--- config.mk ---
export PLATFORM = sky130hd
export DESIGN_NAME = dft_bin_acc_flat
export DESIGN_NICKNAME = d
export VERILOG_FILES = /design/src/rtl/dft_bin_acc_if.sv /design/src/rtl/dft_bin_acc.sv /design/src/flat_wrapper.sv
export SDC_FILE = /design/constraint.sdc
export NUM_CORES = 2
export LEC_CHECK = 0
export BUFFER_PORTS_ARGS = -buffer_cell sky130_fd_sc_hd__clkbuf_2
export CORE_ASPECT_RATIO = 1.75
export CORE_MARGIN = 5
export CORE_UTILIZATION = 60
export CTS_CLUSTER_DIAMETER = 80
export DETAILED_ROUTE_END_ITERATION = 10
export PLACE_DENSITY = 0.88
export SYNTH_ARGS = -nofsm -noshare
export SYNTH_HDL_FRONTEND = slang
export SYNTH_SLANG_ARGS = --single-unit
export TNS_END_PERCENT = 1
--- constraint.sdc ---
create_clock -name clk -period 9.5 [get_ports clk]
set_clock_uncertainty 0.15 [all_clocks]
set_input_delay 1.425 -clock clk [delete_from_list [all_inputs] [get_ports clk]]
set_output_delay 1.425 -clock clk [all_outputs]
set_load 0.03 [all_outputs]
--- src/rtl/dft_bin_acc_if.sv ---
// dft_bin_acc_if: complex sample stream in, per-frame single-bin DFT result out.
// The master side drives samples and clear; the slave (the correlator) returns
// the bin value, its one-cycle valid pulse and the completed-frame count.
interface dft_bin_acc_if #(
  parameter int N  = 64,
  parameter int SW = 16
);
  localparam int AW = SW + 17 + $clog2(N);

  logic                 clr_i;
  logic signed [SW-1:0] x_re_i;
  logic signed [SW-1:0] x_im_i;
  logic                 val_i;
  logic signed [AW-1:0] re_o;
  logic signed [AW-1:0] im_o;
  logic                 val_o;
  logic [15:0]          frm_o;

  modport master (output clr_i, x_re_i, x_im_i, val_i,
                  input  re_o, im_o, val_o, frm_o);
  modport slave  (input  clr_i, x_re_i, x_im_i, val_i,
                  output re_o, im_o, val_o, frm_o);
endinterface

--- src/rtl/dft_bin_acc.sv ---
// dft_bin_acc: single-bin DFT correlator. Each accepted sample is multiplied by
// the Q1.15 twiddle cos(2*pi*k*n/N) - j*sin(2*pi*k*n/N) and accumulated over
// N-sample frames; X[k] is emitted once per frame with a one-cycle val_o.
// Pipeline: S1 sample+twiddle, S2 pair sums, S3 sign-extended contribution,
// then the accumulator/output update.
// Optional feature macro: DFT_BIN_ROUND_EN -- when defined, re_o/im_o carry
// (acc + 2^14) >>> 15 (twiddle Q15 scaling removed, round half up) instead of
// the raw accumulator.
module dft_bin_acc #(
  parameter int N  = 64,
  parameter int SW = 16,
  parameter int K  = 1
) (
  input  logic         clk,
  input  logic         rst,
  dft_bin_acc_if.slave bus
);
  localparam int  AW     = SW + 17 + $clog2(N);
  localparam int  LN     = $clog2(N);
  localparam int  PW     = SW + 17;
  localparam int  STAGES = 3;
  localparam real PI     = 3.14159265358979323846;

  localparam logic [LN-1:0]        K_STEP = LN'(K);
  localparam logic [LN-1:0]        N_LAST = LN'(N - 1);
  localparam logic [LN-1:0]        ONE    = LN'(1);
  localparam logic signed [AW-1:0] HALF   = AW'(16384);

  // Twiddle tables, truncated toward zero, built at elaboration
  logic [N-1:0][15:0] cos_t;
  logic [N-1:0][15:0] sin_t;
  for (genvar gi = 0; gi < N; gi++) begin : g_tab
    localparam real ANG = 2.0 * PI * real'(gi) / real'(N);
    assign cos_t[gi] = 16'($rtoi($cos(ANG) * 32767.0));
    assign sin_t[gi] = 16'($rtoi($sin(ANG) * 32767.0));
  end

  logic                 accept;
  logic [LN-1:0]        n_q, n_d, idx_q, idx_d;
  logic [STAGES:1]      vld_pipe_q, vld_pipe_d;
  logic signed [SW-1:0] a1_q, a1_d, b1_q, b1_d;
  logic signed [15:0]   c1_q, c1_d, s1_q, s1_d;
  logic                 last1_q, last1_d, last2_q, last2_d, last3_q, last3_d;
  logic signed [PW-1:0] re2_q, re2_d, im2_q, im2_d;
  logic signed [PW-1:0] ae, be, ce, se;
  logic signed [AW-1:0] re3_q, re3_d, im3_q, im3_d;
  logic signed [AW-1:0] acc_re_q, acc_re_d, acc_im_q, acc_im_d;
  logic signed [AW-1:0] sum_re, sum_im;
  logic signed [AW-1:0] re_q, re_d, im_q, im_d;
  logic                 val_q, val_d;
  logic [15:0]          frm_q, frm_d;

  // A sample arriving together with clr_i is dropped
  assign accept = bus.val_i & ~bus.clr_i;

  // Output scaling applied when a frame result is loaded
  function automatic logic signed [AW-1:0] scale(input logic signed [AW-1:0] v);
`ifdef DFT_BIN_ROUND_EN
    return (v + HALF) >>> 15;
`else
    return v;
`endif
  endfunction

  // Sample counter and incremental twiddle index (K*n mod N)
  always_comb begin
    n_d   = n_q;
    idx_d = idx_q;
    if (bus.clr_i) begin
      n_d   = '0;
      idx_d = '0;
    end else if (bus.val_i) begin
      if (n_q == N_LAST) begin
        n_d   = '0;
        idx_d = '0;
      end else begin
        n_d   = n_q + ONE;
        idx_d = idx_q + K_STEP;
      end
    end
  end

  // Datapath stages; data regs load freely, only the valid bits mark content
  always_comb begin
    vld_pipe_d = bus.clr_i ? '0 : {vld_pipe_q[STAGES-1:1], accept};
    a1_d    = bus.x_re_i;
    b1_d    = bus.x_im_i;
    c1_d    = $signed(cos_t[idx_q]);
    s1_d    = $signed(sin_t[idx_q]);
    last1_d = (n_q == N_LAST);
    ae      = PW'(a1_q);
    be      = PW'(b1_q);
    ce      = PW'(c1_q);
    se      = PW'(s1_q);
    re2_d   = ae * ce + be * se;
    im2_d   = be * ce - ae * se;
    last2_d = last1_q;
    re3_d   = AW'(re2_q);
    im3_d   = AW'(im2_q);
    last3_d = last2_q;
  end

  // Accumulate; on the last contribution load outputs and restart from zero
  always_comb begin
    sum_re   = acc_re_q + re3_q;
    sum_im   = acc_im_q + im3_q;
    acc_re_d = acc_re_q;
    acc_im_d = acc_im_q;
    re_d     = re_q;
    im_d     = im_q;
    val_d    = 1'b0;
    frm_d    = frm_q;
    if (bus.clr_i) begin
      acc_re_d = '0;
      acc_im_d = '0;
    end else if (vld_pipe_q[STAGES]) begin
      if (last3_q) begin
        acc_re_d = '0;
        acc_im_d = '0;
        re_d     = scale(sum_re);
        im_d     = scale(sum_im);
        val_d    = 1'b1;
        frm_d    = frm_q + 16'd1;
      end else begin
        acc_re_d = sum_re;
        acc_im_d = sum_im;
      end
    end
  end

  // State registers
  always_ff @(posedge clk or negedge rst) begin
    if (!rst) begin
      n_q        <= '0;
      idx_q      <= '0;
      vld_pipe_q <= '0;
      a1_q       <= '0;
      b1_q       <= '0;
      c1_q       <= '0;
      s1_q       <= '0;
      last1_q    <= 1'b0;
      re2_q      <= '0;
      im2_q      <= '0;
      last2_q    <= 1'b0;
      re3_q      <= '0;
      im3_q      <= '0;
      last3_q    <= 1'b0;
      acc_re_q   <= '0;
      acc_im_q   <= '0;
      re_q       <= '0;
      im_q       <= '0;
      val_q      <= 1'b0;
      frm_q      <= '0;
    end else begin
      n_q        <= n_d;
      idx_q      <= idx_d;
      vld_pipe_q <= vld_pipe_d;
      a1_q       <= a1_d;
      b1_q       <= b1_d;
      c1_q       <= c1_d;
      s1_q       <= s1_d;
      last1_q    <= last1_d;
      re2_q      <= re2_d;
      im2_q      <= im2_d;
      last2_q    <= last2_d;
      re3_q      <= re3_d;
      im3_q      <= im3_d;
      last3_q    <= last3_d;
      acc_re_q   <= acc_re_d;
      acc_im_q   <= acc_im_d;
      re_q       <= re_d;
      im_q       <= im_d;
      val_q      <= val_d;
      frm_q      <= frm_d;
    end
  end

  assign bus.re_o  = re_q;
  assign bus.im_o  = im_q;
  assign bus.val_o = val_q;
  assign bus.frm_o = frm_q;
endmodule

--- src/flat_wrapper.sv ---
// flat-port wrapper written by rule: the top's interface ports become plain ports
module dft_bin_acc_flat 
#(
  parameter int N  = 64,
  parameter int SW = 16,
  parameter int K  = 1
)
  (clk, rst, bus_clr_i, bus_x_re_i, bus_x_im_i, bus_val_i, bus_re_o, bus_im_o, bus_val_o, bus_frm_o);
  dft_bin_acc_if #(.N(N), .SW(SW)) bus_i ();
  input  logic clk;
  input  logic rst;
  input wire logic [$bits(bus_i.clr_i)-1:0] bus_clr_i;
  input wire logic [$bits(bus_i.x_re_i)-1:0] bus_x_re_i;
  input wire logic [$bits(bus_i.x_im_i)-1:0] bus_x_im_i;
  input wire logic [$bits(bus_i.val_i)-1:0] bus_val_i;
  output wire logic [$bits(bus_i.re_o)-1:0] bus_re_o;
  output wire logic [$bits(bus_i.im_o)-1:0] bus_im_o;
  output wire logic [$bits(bus_i.val_o)-1:0] bus_val_o;
  output wire logic [$bits(bus_i.frm_o)-1:0] bus_frm_o;
  assign bus_i.clr_i = bus_clr_i;
  assign bus_i.x_re_i = bus_x_re_i;
  assign bus_i.x_im_i = bus_x_im_i;
  assign bus_i.val_i = bus_val_i;
  assign bus_re_o = bus_i.re_o;
  assign bus_im_o = bus_i.im_o;
  assign bus_val_o = bus_i.val_o;
  assign bus_frm_o = bus_i.frm_o;
  dft_bin_acc #(.N(N), .SW(SW), .K(K)) u_core (.clk(clk), .rst(rst), .bus(bus_i));
endmodule
# == After elaboration in Yosys (flattened, before gate mapping) ==
# Memory sizes are Yosys's and may differ from the RTL's. A register that Yosys moved wholly into a read port is not among the register bits.
# Index checks and enable logic that the tools add are counted.
# word_totals
wordCells,55
romBits,2048
n_memories,2
inputBits,36
out_inout_bits,95
register_bits,355
# mem_list
name,words,width,rd,rd_ports_with_merged_regs,write_ports,line_no,rtl
(no name shown),64,16,1,1,0,dft_bin_acc.sv:88,c1_d = $signed(cos_t[idx_q]);
(no name shown),64,16,1,1,0,dft_bin_acc.sv:89,s1_d = $signed(sin_t[idx_q]);
# classes
n_reduce_logical,5
bitwise_logic,2
n_mul,4
muxes,16
addsub,7
n_eq_ne,1
# op_table
op,count
$mux W39,6
$mul A16 B16 Y32,4
$add A39 B33 Y39,2
$mux W6,6
$add A33 B33 Y33,1
$sub A33 B33 Y33,1
$add A16 B1 Y16 const B,1
$add A6 B1 Y6 const B,2
$eq A6 B6 Y1 const B,1
$reduce_bool A2 Y1,2
$mux W1,3
$mux W3,1
$reduce_and A3 Y1,1
$logic_not A1 Y1,2
$and A1 B1 Y1,1
$not A1 Y1,1

# == Longest topological paths before layout ==
# depth
ltp_word,4
depth_mapped,34
ltp_nobuf,33

# == Least setup slack after synthesis ==
# No wires, ideal clock.
# synth_path
path_kind,register -> register
start,register u_core.a1_q[6]
end,register u_core.re2_q[29]
synth_period_minus_slack_ns,7.623
path_slack_ns,1.877
arrival_time_ns,7.350
required_ns,9.227
path_buffers,1
stages_incl_launch_ff,33
setup_ns,0.123
cell_sequence,dfrtp_1 > clkbuf_1 > and2_1 > fa_1 > fa_1 > ha_1 > inv_1 > fa_1 > inv_1 > fa_1 > inv_1 > fa_1 > inv_1 > ha_1 > or2_2 > o31a_1 > a31o_2 > a21o_1 > a21o_1 > a21oi_1 > o21bai_1 > a21oi_1 > xnor2_1 > ha_1 > nand3_1 > nor2_1 > nor4b_2 > nor2_1 > a2111oi_2 > nor3_1 > o41ai_1 > a21oi_1 > xnor2_1
# synth_via
elab_chain_cells,2
# synth_lines
item,line_no,rtl
"start, declared",dft_bin_acc.sv:41,"logic signed [SW-1:0] a1_q, a1_d, b1_q, b1_d;"
"start signal, assigned",dft_bin_acc.sv:137,a1_q <= '0;
"start signal, assigned",dft_bin_acc.sv:158,a1_q <= a1_d;
$mul A16 B16 Y32,dft_bin_acc.sv:95,re2_d = ae * ce + be * se;
$add A33 B33 Y33,dft_bin_acc.sv:95,
named net u_core.re2_d[29],dft_bin_acc.sv:44,"logic signed [PW-1:0] re2_q, re2_d, im2_q, im2_d;"
"end signal, assigned",dft_bin_acc.sv:163,re2_q <= re2_d;
"end, declared",dft_bin_acc.sv:44,
# The timed path passes the listed nets, and every way through them passes these cells.
# A chain may end at the register's enable or synchronous reset.

# == Worst setup path after layout ==
# layout_path
start,register u_core.b1_q[10]
end,register u_core.re2_q[32]
# layout_via
elab_chain_cells,2
# layout_lines
item,line_no,rtl
"start, declared",dft_bin_acc.sv:41,
"start signal, assigned",dft_bin_acc.sv:138,b1_q <= '0;
"start signal, assigned",dft_bin_acc.sv:159,b1_q <= b1_d;
$mul A16 B16 Y32,dft_bin_acc.sv:95,
$add A33 B33 Y33,dft_bin_acc.sv:95,
named net u_core.re2_d[32],dft_bin_acc.sv:44,
# The timed path passes the listed nets, and every way through them passes these cells.

==> impl_metrics.toml <==
[outcome]
status = "finished clean"

[global_routing]
grt_pass1_vias = 50600
grt_first_pass_wirelength_mm = 254
grt_util_all_layers_pct = 29.8
grt_max_degree = 168
grt_overflow = 0
antenna_found_initial = 6

[timing]
tightest_slew_ns = 1.28
hold_viol_final = 0
finalCritPeriodShare_pct = 95.4
fin_crit_ns = 9.06
maxSlewHeadroom_pct = 14.5
rsz0062_at_grt = "no"
layout_setup_ws_ns = 0.437
holdWs_ns = 0.192
timing.final.setup_violations = 0
maxSlewViolCount = 0
finalSetupTns_ns = 0
fmax_mhz = 110

[placed_design]
pre_cts_slack_ns = 0.726
io_buffers = 130
gp_congestion = 0.949
hpwl_mm = 124

[critical_path]
arrival_ns = 9.49
critPathLaunchType = "flop"
end_kind = "flop"
critPathKind = "flop to flop"
required_ns = 9.92
path_max_fanout = 24

[run]
drv_cap = 0

[cts]
cts_buffer_depth = 3
cts.sinks = 387
path_clk_slew_ns = 0.08
numCtsBuffers = 41
cts_hold_buf = 0
cts_tree = "yes"
cts_max_level = 2
clk_latency_ns = 0.63
clock-root-buffer = "clkbuf_16"

[floorplan]
start_util_pct = 60.2
io_pins = 131
die_x_um = 249
die_h_um = 427
core_um2 = 99200
rows = 153
die_area_um2 = 106000

[logic_synthesis]
muxShareOfSynthArea_pct = 0.310
synth-compound-area-share_pct = 9.94
netlist_area_um2 = 59700
ys_ff_latch = 387
yosys_warnings = 0
ys_seq_area_share_pct = 16.2
post_synth.cell_area_avg_um2 = 9.26
synth-simple-area-share_pct = 14.5
async_flop_share_pct = 100
syn_inst = 6449
synth_xor_area_share_pct = 4.21
syn_nets = 8025
synth_ff_type = "dfrtp_1"
synth_edf_count = 0
synth_cell_type_count = 79
synth_top_family_by_area = "adder cells"
synthAdderAreaFrac_pct = 45.5

[final_layout]
multi_input_area_um2 = 44500
n_fill_cell = 7642
final_nets = 8028
drive_gt1_share_pct = 5.34
area.growth.synth_to_final_pct = 6.00
regArea_um2 = 9690
fin_util_pct = 63.9

[routing]
drc = 0
num_vias = 45700
dr.pass1.iters = 6
drtIter0Drc = 3549
vias_per_cell = 5.86
wl_per_cell_um = 19.8
ant_nets = 0
wl_mm = 155

[min_path]
hold_path_class = "flop to flop"
-- cell usage after synthesis (all sizes together) (6+ instances only) --
library cell | instances | area [um^2]
a31o | 6 | 52.6
o31a | 9 | 78.8
and2 | 503 | 3150
a21o | 133 | 998
nand2b | 53 | 332
o211ai | 18 | 135
o22ai | 8 | 50.1
nor2 | 204 | 766
a211oi | 22 | 165
a211o | 7 | 61.3
and3 | 29 | 181
clkbuf | 263 | 987
o2111ai | 7 | 61.3
nor4 | 8 | 56.3
o41ai | 6 | 60.1
inv | 1222 | 4590
a2111oi | 10 | 100
nand4 | 22 | 138
xor2 | 89 | 780
a22o | 20 | 175
o21bai | 33 | 248
nand3 | 50 | 250
xnor2 | 197 | 1730
or3 | 13 | 81.3
fa | 1052 | 21100
dfrtp | 387 | 9680
nand2 | 789 | 2960
a21boi | 10 | 75.1
nor3 | 44 | 231
a21oi | 231 | 1160
and4 | 7 | 61.3
o21ai | 292 | 1470
a221oi | 10 | 93.8
a311oi | 6 | 52.6
a31oi | 35 | 219
nor2b | 35 | 226
mux2i | 14 | 140
or2 | 10 | 62.6
o31ai | 15 | 113
o21a | 35 | 263
ha | 488 | 6110
-- routing by layer --
metal  GRT usage, %  routed length (um)  up-vias  share of wire, %
li1               -                   -    20000                 -
met4           24.8               16600        8                11
met3           5.61               11000      826               7.1
met2           51.2               76400     2062                49
met5              0                  57        -             0.037
met1           31.8               50800    22900                33
-- flip-flops by register name, summed over array words and instances (netlist names) --
name / cells
u_core.vld_pipe_q: 3
u_core.b1_q: 16
u_core.re2_q: 33
u_core.last2_q: 1
u_core.idx_q: 6
u_core.bus.im_o: 39
u_core.last1_q: 1
u_core.s1_q: 16
u_core.re3_q: 33
u_core.im2_q: 33
u_core.bus.val_o: 1
u_core.a1_q: 16
u_core.acc_im_q: 39
u_core.last3_q: 1
u_core.bus.re_o: 39
u_core.c1_q: 16
u_core.acc_re_q: 39
u_core.bus.frm_o: 16
u_core.im3_q: 33
u_core.n_q: 6
-- final timing paths --
check / slack [ns] / cells after the start / end / startpoint
max in group asynchronous: 6.41 / 3 / u_core.re3_q[19] / rst
min reg2reg: 0.19 / 0 / u_core.re3_q[10] / u_core.re2_q[10]
min in group asynchronous: 0.69 / 1 / u_core.im2_q[29] / rst
max reg2reg: 0.44 / 24 / u_core.re2_q[32] / u_core.b1_q[10]
min: 0.19 / 0 / u_core.re3_q[10] / u_core.re2_q[10]
max: 0.44 / 24 / u_core.re2_q[32] / u_core.b1_q[10]
-- metrics by stage --
stage | area (um^2) | cells
final | 63300 | 7804
after global routing | 63300 | 7802
after CTS | 63300 | 7801
after detailed placement | 61800 | 7726
after global placement | 61800 | 7726
after floorplan | 59700 | 6449
-- cells in the final DEF, fill, tap and decap left out, types with 196 or more instances in the layout --
| cell | count |
|---|---|
| nor2_1 | 203 |
| ha_1 | 488 |
| nand2_1 | 789 |
| xnor2_1 | 196 |
| and2_1 | 503 |
| fa_1 | 1052 |
| dfrtp_1 | 382 |
| o21ai_0 | 286 |
| inv_1 | 1222 |
| a21oi_1 | 229 |
-- cell families after synthesis --
group / Yosys count
adders and majority gates: 1540
and+or+nand+nor: 1786
xor gates and xnor gates: 286
buffers and inverters: 1490
muxes: 18
DFF: 387
AOI/OAI and AO/OA: 942
-- area by class of cell --
class                   instances  area share [%]
clock inverters                31           0.696
diodes                          3          0.0119
inverters                    1223            7.25
flip-flops and latches        387            15.3
well taps                    1317            2.60
clock buffers                  44            1.69
repair buffers                227            2.21
multi-input cells            4572            70.2
-- repair_timing --
| item | in CTS | in global routing |
|---|---|---|
| endpoints found under the setup margin | 0 | 1 |
| gates resized for setup | 0 | 3 |
| setup buffers | 0 | 0 |
-- critical path: stages, from the launching register on --
cell,delay [ns]
dfrtp_1,1.06
nand2_1,0.20
fa_1,0.54
fa_1,0.59
fa_1,0.46
fa_1,0.54
inv_1,0.05
fa_1,0.49
fa_1,0.42
ha_1,0.36
a21oi_1,0.25
nor2_1,0.11
nor4b_1,0.42
a21oi_1,0.16
o41a_1,0.48
a21oi_1,0.56
ha_1,0.42
a21o_1,0.18
a31oi_1,0.19
and4_1,0.25
nor3_1,0.09
o31ai_1,0.26
nand2b_1,0.13
a311oi_1,0.43
o21ba_2,0.21
Power is left out: the tool's default activity adds up to more than one toggle a clock period on the data nets, which glitch-free logic cannot reach.
